`config.mk`:
```
export PLATFORM = sky130hd
export DESIGN_NAME = ram_burst_ctrl
export DESIGN_NICKNAME = d
export VERILOG_FILES = /design/src/rtl/ram_burst_ctrl.sv
export SDC_FILE = /design/constraint.sdc
export NUM_CORES = 2
export LEC_CHECK = 0
export BUFFER_PORTS_ARGS = -buffer_cell sky130_fd_sc_hd__buf_4
export CORE_MARGIN = 2
export CORE_UTILIZATION = 55
export CTS_BUF_LIST = sky130_fd_sc_hd__clkbuf_16
export CTS_CLUSTER_SIZE = 28
export DETAILED_ROUTE_END_ITERATION = 12
export HOLD_SLACK_MARGIN = 0.12
export PLACE_DENSITY = 0.73
export SLEW_MARGIN = 20
export SYNTH_ARGS = -nofsm -noshare
export SYNTH_HDL_FRONTEND = slang
export SYNTH_SLANG_ARGS = --single-unit
```
`constraint.sdc`:
```
create_clock -name clk -period 2.4 [get_ports clk]
set_input_delay 0.48 -clock clk [delete_from_list [all_inputs] [get_ports clk]]
set_output_delay 0.48 -clock clk [all_outputs]
set_load 0.05 [all_outputs]
```
`src/rtl/ram_burst_ctrl.sv`:
```
// Command-driven burst RAM controller.
// Incoming commands set write/read pointers, write words, or request
// reads. Read data is presented on a valid/ready output holding register.
module ram_burst_ctrl #(
    parameter int MEM_DEPTH = 256,
    parameter int DATA_W    = 8,
    parameter int AUTO_INC  = 1
) (
    input  logic              clk,
    input  logic              rst,
    input  logic              rx_valid_i,
    input  logic [DATA_W+1:0] rx_data_i,
    input  logic              tx_ready_i,
    input  logic              clr_err_i,
    output logic              tx_valid_o,
    output logic [DATA_W-1:0] tx_data_o,
    output logic              err_addr_o,
    output logic              err_ovf_o
);

    localparam int ADDR_W = $clog2(MEM_DEPTH);
    // Depth widened by one bit so any payload value compares without truncation.
    localparam logic [DATA_W:0] DEPTH_EXT = (DATA_W + 1)'(MEM_DEPTH);
    localparam logic [ADDR_W-1:0] LAST_ADDR = ADDR_W'(MEM_DEPTH - 1);

    localparam logic [1:0] OP_SET_WR = 2'b00;
    localparam logic [1:0] OP_WRITE  = 2'b01;
    localparam logic [1:0] OP_SET_RD = 2'b10;
    localparam logic [1:0] OP_READ   = 2'b11;

    // A payload must be able to carry any full address.
    if (DATA_W < ADDR_W) begin : g_width_check
        $error("ram_burst_ctrl: DATA_W must be >= $clog2(MEM_DEPTH)");
    end

    typedef enum logic {
        EMPTY = 1'b0,
        HOLD  = 1'b1
    } state_t;

    state_t              state_q, state_d;
    logic [ADDR_W-1:0]   wr_addr_q, wr_addr_d;
    logic [ADDR_W-1:0]   rd_addr_q, rd_addr_d;
    logic [DATA_W-1:0]   tx_data_q, tx_data_d;
    logic                err_addr_q, err_addr_d;
    logic                err_ovf_q, err_ovf_d;
    logic                mem_we;
    logic                rd_accept;

    logic [DATA_W-1:0]   mem [MEM_DEPTH];

    logic [1:0]          opcode;
    logic [DATA_W-1:0]   payload;
    logic [ADDR_W-1:0]   pay_addr;
    logic                pay_in_range;

    assign opcode       = rx_data_i[DATA_W+1:DATA_W];
    assign payload      = rx_data_i[DATA_W-1:0];
    assign pay_addr     = payload[ADDR_W-1:0];
    assign pay_in_range = ({1'b0, payload} < DEPTH_EXT);

    // Post-increment that wraps at the last real word (depth need not be 2^n).
    function automatic logic [ADDR_W-1:0] addr_inc(input logic [ADDR_W-1:0] a);
        if (a == LAST_ADDR) begin
            return '0;
        end
        return a + 1'b1;
    endfunction

    assign tx_valid_o = (state_q == HOLD);
    assign tx_data_o  = tx_data_q;
    assign err_addr_o = err_addr_q;
    assign err_ovf_o  = err_ovf_q;

    // Command decode, output handshake next-state and sticky error update.
    always_comb begin
        state_d    = state_q;
        wr_addr_d  = wr_addr_q;
        rd_addr_d  = rd_addr_q;
        tx_data_d  = tx_data_q;
        err_addr_d = clr_err_i ? 1'b0 : err_addr_q;
        err_ovf_d  = clr_err_i ? 1'b0 : err_ovf_q;
        mem_we     = 1'b0;
        rd_accept  = 1'b0;

        if (rx_valid_i) begin
            case (opcode)
                OP_SET_WR: begin
                    if (pay_in_range) wr_addr_d = pay_addr;
                    else              err_addr_d = 1'b1;
                end
                OP_SET_RD: begin
                    if (pay_in_range) rd_addr_d = pay_addr;
                    else              err_addr_d = 1'b1;
                end
                OP_WRITE: begin
                    mem_we = 1'b1;
                    if (AUTO_INC != 0) wr_addr_d = addr_inc(wr_addr_q);
                end
                OP_READ: begin
                    // A read is only taken if the holding register is free or
                    // being drained this same edge; otherwise it is dropped.
                    if ((state_q == EMPTY) || tx_ready_i) rd_accept = 1'b1;
                    else                                  err_ovf_d = 1'b1;
                end
                default: ;
            endcase
        end

        if (rd_accept) begin
            tx_data_d = mem[rd_addr_q];
            if (AUTO_INC != 0) rd_addr_d = addr_inc(rd_addr_q);
        end

        case (state_q)
            EMPTY:   if (rd_accept) state_d = HOLD;
            HOLD:    if (tx_ready_i && !rd_accept) state_d = EMPTY;
            default: state_d = EMPTY;
        endcase
    end

    // Control and output registers with synchronous reset.
    always_ff @(posedge clk) begin
        if (rst) begin
            state_q    <= EMPTY;
            wr_addr_q  <= '0;
            rd_addr_q  <= '0;
            tx_data_q  <= '0;
            err_addr_q <= 1'b0;
            err_ovf_q  <= 1'b0;
        end else begin
            state_q    <= state_d;
            wr_addr_q  <= wr_addr_d;
            rd_addr_q  <= rd_addr_d;
            tx_data_q  <= tx_data_d;
            err_addr_q <= err_addr_d;
            err_ovf_q  <= err_ovf_d;
        end
    end

    // Storage array: never cleared, writes suppressed while in reset.
    always_ff @(posedge clk) begin
        if (mem_we && !rst) begin
            mem[wr_addr_q] <= payload;
        end
    end

endmodule

```
== Word level (Yosys, flattened, before mapping) ==
Memories as Yosys holds them, arrays and structs flattened. A register that Yosys moved wholly into a read port is not among the register bits.
Cells that the tools add are included.
Operators by class
  add/sub/neg operators: 2
  equal/unequal tests: 5
  muxes and demuxes: 27
  bitwise gates (word level): 1
  reduce and logical (&&, ||, !) cells: 11
Operators by type and width (number)
  8-bit 2-to-1 mux: 7
  1-bit 2-to-1 mux: 18
  8-bit by 1-bit adder with 8-bit output, second input constant: 2
  8-bit equality test, second input constant: 2
  8-bit one-hot mux with 2 select lines: 1
  2-bit nonzero test: 3
  2-bit equality test, second input constant: 2
  2-bit AND reduction: 2
  2-bit by 1-bit equality test with 1-bit output, second input constant: 1
  1-bit logical AND: 2
  1-bit logical NOT: 2
  2-bit logical NOT: 1
  1-bit one-hot mux with 2 select lines: 1
  1-bit logical OR: 1
  1-bit inverter: 1
Storage, ports and cells
  flip-flop bits (word level): 18
  RAM bits: 2048
  input port bits: 15
  output and inout port bits: 11
  word-level logic and storage cells: 51
  memories: 1
Memories
  mem: depth 256, width 8, read ports 1, clocked after memory_dff 1, wr ports 1, line 50  | logic [DATA_W-1:0] mem [MEM_DEPTH];

== Depth between registers and ports, before layout ==
  depth after elaboration: 9
  gate-level depth with buffers: 12
  gate-level depth less buffers: 7

== Worst setup path before layout ==
Ideal clock, no wire load.
  kind: input to register
  start: input rx_data_i[8]
  end: memory mem[152][0], enable pin
  setup time: 0.370 ns
  data arrival time: 2.159 ns
  required time: 2.030 ns
  path slack: -0.129 ns
  stages: 7
  path buffers: 3
  cells stage by stage: buf_2 inv_1 nor3_1 clkbuf_1 nand4_1 clkbuf_1 nor2_1
On the way
  cells in the longest elaborated chain, start to end: 6
Ends and longest elaborated chain
  start, declared: line 12  | input logic [DATA_W+1:0] rx_data_i,
  2-bit by 1-bit equality test with 1-bit output: line 87  | case (opcode)
  1-bit 2-to-1 mux: line 87
  1-bit 2-to-1 mux: line 86  | if (rx_valid_i) begin
  1-bit logical AND: line 143  | if (mem_we && !rst) begin
  1-bit 2-to-1 mux: line 143
  1-bit 2-to-1 mux (not written as such): line 144  | mem[wr_addr_q] <= payload;
  end, declared: line 50
Every way passes these cells.

==> results.toml <==
[outcome]
outcome = "complete, but fails checks"
violations = "negative setup slack"

[finish]
num-fill-cells = 9184
multi_input_area_sq_um = 18310
final_common_cell = "edfxtp_1"
layout.cells.non_filler = 6846
layout.nets = 4770
drive_gt1_share_pct = 33.11
layout_common_cells = "edfxtp_1, buf_4, mux4_2, nor2_1, mux2i_1"
synthToLayoutAreaGrowth_pct = 18.90
area.sequential_sq_um = 62030
post-route-util_pct = 65.72
stdcell_area_sq_um = 96810

[synth]
synth_edf_count = 2048
yosysTopAreaCellShare_pct = 75.53
synth_top_flop_cell = "edfxtp_1"
netlist_instances = 4010
synth_area_sq_um = 81420
postSynthAreaPerCell_sq_um = 20.31
ys_ff_latch = 2074
yosysSeqAreaShare_pct = 76.17
syn_nets = 4030
yosysWarnings = 0
async_flop_share_pct = 0
yosysTopAreaCell = "edfxtp_1"
synth.area.top_cells = "edfxtp_1, mux4_2, mux2i_1, nor2_1, mux4_1"
synth_cell_types = 75

[sta]
setup_viol = 8
min_period_ns = 2.706
final-hold-violation-count = 0
min_period_over_period_pct = 112.7
tightest_slew_ns = 0.9085
clock_skew_ns = 0.05517
hold_ws_ns = 0.1688
fmax_ghz = 0.3696
rsz0062_at_grt = "yes"
slew_violations = 0
tns_ns = -1.863
slew_headroom_pct = 39.43
setup_slack_ns = -0.3057

[cts]
h-tree-depth = 4
clk_latency_ns = 0.84
cts-root-buf = "clkbuf_16"
cts_max_path_buffers = 3
cts_tree = "yes"
clk_pin_slew_ns = 0.06
cts.sinks = 2074
tritoncts.num_buffers = 197

[min_path]
holdPathEnd = "mem[202][0]"
min_from = "rx_data_i[0]"
holdPathStages = 1
min_path_type = "primary input to register"

[run]
cap_violations = 0

[setup_path]
critPathArrivalTime_ns = 3.41
crit_start = "rd_addr_q[0]"
worst-path-max-fanout = 6
reg2reg_from = "rd_addr_q[0]"
ff2ff_setup_slack_ns = -0.31
r2r_end = "tx_data_o[0]"
critPathRequiredTime_ns = 3.11
worst-setup-path-type = "register to register"
startpoint_type = "register"
endpoint_kind = "register"
rr_worst_depth = 8

[detailed_routing]
drt_iter0_markers = 6578
drcViolationCount = 0
viasPerCell = 6.459
drt_wl_total_um = 211500
vias = 44220
drt.antenna.violating_nets = 0
wl_per_cell_um = 30.89
firstDrtPassIters = 6

[global_route]
grt_pass1_wl_um = 304900
antenna_found_initial = 1
grt_start_max_net_pins = 131
track_usage_pct = 28.02
grt_overflow = 0
grt_pass1_vias = 43780

[die]
die_area_sq_um = 151100
start_util_pct = 55.27
io_pins = 26
core_sq_um = 147300
die_y_um = 388.8
num_rows = 141
die_w_um = 388.8

[power]
net-switching-power_mw = 15.82
switching_share_pct = 21.60
intPower_mw = 57.43
irDropWorstVdd_mv = 0.5984
p_leak_nw = 31.08
p_clk_share_pct = 39.7
combPwrFrac_pct = 5.9
total_power_mw = 73.26
power.density_nw_per_um2 = 756.7
seqPwrFrac_pct = 54.4

[placed_design]
gp_congestion = 0.9276
dp.cells = 6439
port_buffers = 24
place_area_sq_um = 89540
dpl.hpwl_um = 135100
pre_cts_ws_ns = -0.4971
## sequential cells by signal, summed over array words and instances, names as in the netlist
| signal | flops |
|---|---|
| tx_valid_o | 1 |
| rd_addr_q | 8 |
| tx_data_o | 8 |
| mem | 2048 |
| wr_addr_q | 8 |
| err_ovf_o | 1 |
## cell families (layout without fill, tap and decap cells)
| family | Yosys count | after routing | share of synthesized area, % |
|---|---|---|---|
| AND/OR/NAND/NOR | 632 | 632 | 3.605 |
| adder cells (fa/ha/maj) | 5 | 5 | 0.07683 |
| AO/OA/AOI/OAI | 375 | 375 | 3.209 |
| multiplexers | 661 | 661 | 14.80 |
| other | 1 | 3 | 0.004606 |
| buffers and inverters | 262 | 1166 | 2.139 |
| flip-flops | 2074 | 2074 | 76.17 |
## cells in the mapped netlist, drive strengths merged (9+ instances only)
master and n:
a21oi 47, dfxtp 26, nor3 93, edfxtp 2048, clkbuf 95, nor2b 22
nand2 73, a31oi 12, a2111oi 9, o22ai 65, a211oi 35, buf 158
mux4 426, mux2i 223, and3 11, o2111ai 9, nand4 27, o21ai 56
a22oi 53, o221ai 47, mux2 12, nor2 307, nand3 38, o211ai 10
## worst max-delay path, stage by stage, from the launching register on
cell and delay, ns:
dfxtp_4 0.49, buf_8 0.19, buf_12 0.16, mux4_2 0.56, mux4_2 0.58, o22ai_4 0.21
a21oi_2 0.06, nand4_1 0.17, o311ai_1 0.15
## what timing repair did
action,in CTS,in global routing
gates cloned,3,6
resized for setup,74,73
pin swaps,7,15
hold buffers,8,0
buffers inserted,17,8
endpoints found under the setup margin,12,53
endpoints found under the hold margin,99,0
## how the worst max path moves through the flow
stage,endpoint,cells after the start
global route,tx_data_o[0],8
CTS,tx_data_o[0],8
finish,tx_data_o[0],8
global placement,tx_data_o[7],9
floorplan,mem[152][0],7
detailed placement,tx_data_o[7],9
## layout make-up
cell class / instances / share of cell area [%]
flip-flops and latches: 2074 / 64.08
multi-input cells: 1674 / 18.92
repair buffers: 794 / 8.221
clock buffers: 199 / 5.144
well taps: 1930 / 2.494
clock inverters: 164 / 1.101
inverters: 9 / 0.03748
diodes: 2 / 0.005170
## power by group through the flow
stage	clock (mW)	sequential [mW]	combinational [mW]
3_5_place_dp	0	40.6	3.98
2_1_floorplan	0	40.6	2.09
6_report	29.1	39.8	4.31
4_1_cts	29.4	39.8	4.15
5_1_grt	30.8	39.8	4.50
3_3_place_gp	0	40.6	3.91
## routing by layer
metal,vias up,routed length (um),GRT usage (%)
li1,18150,-,-
met1,22850,80100,39.96
met2,2794,97880,42.53
met3,416,25590,6.967
met4,2,7933,10.18
met5,-,10,0
(Power assumes the default switching activity.)
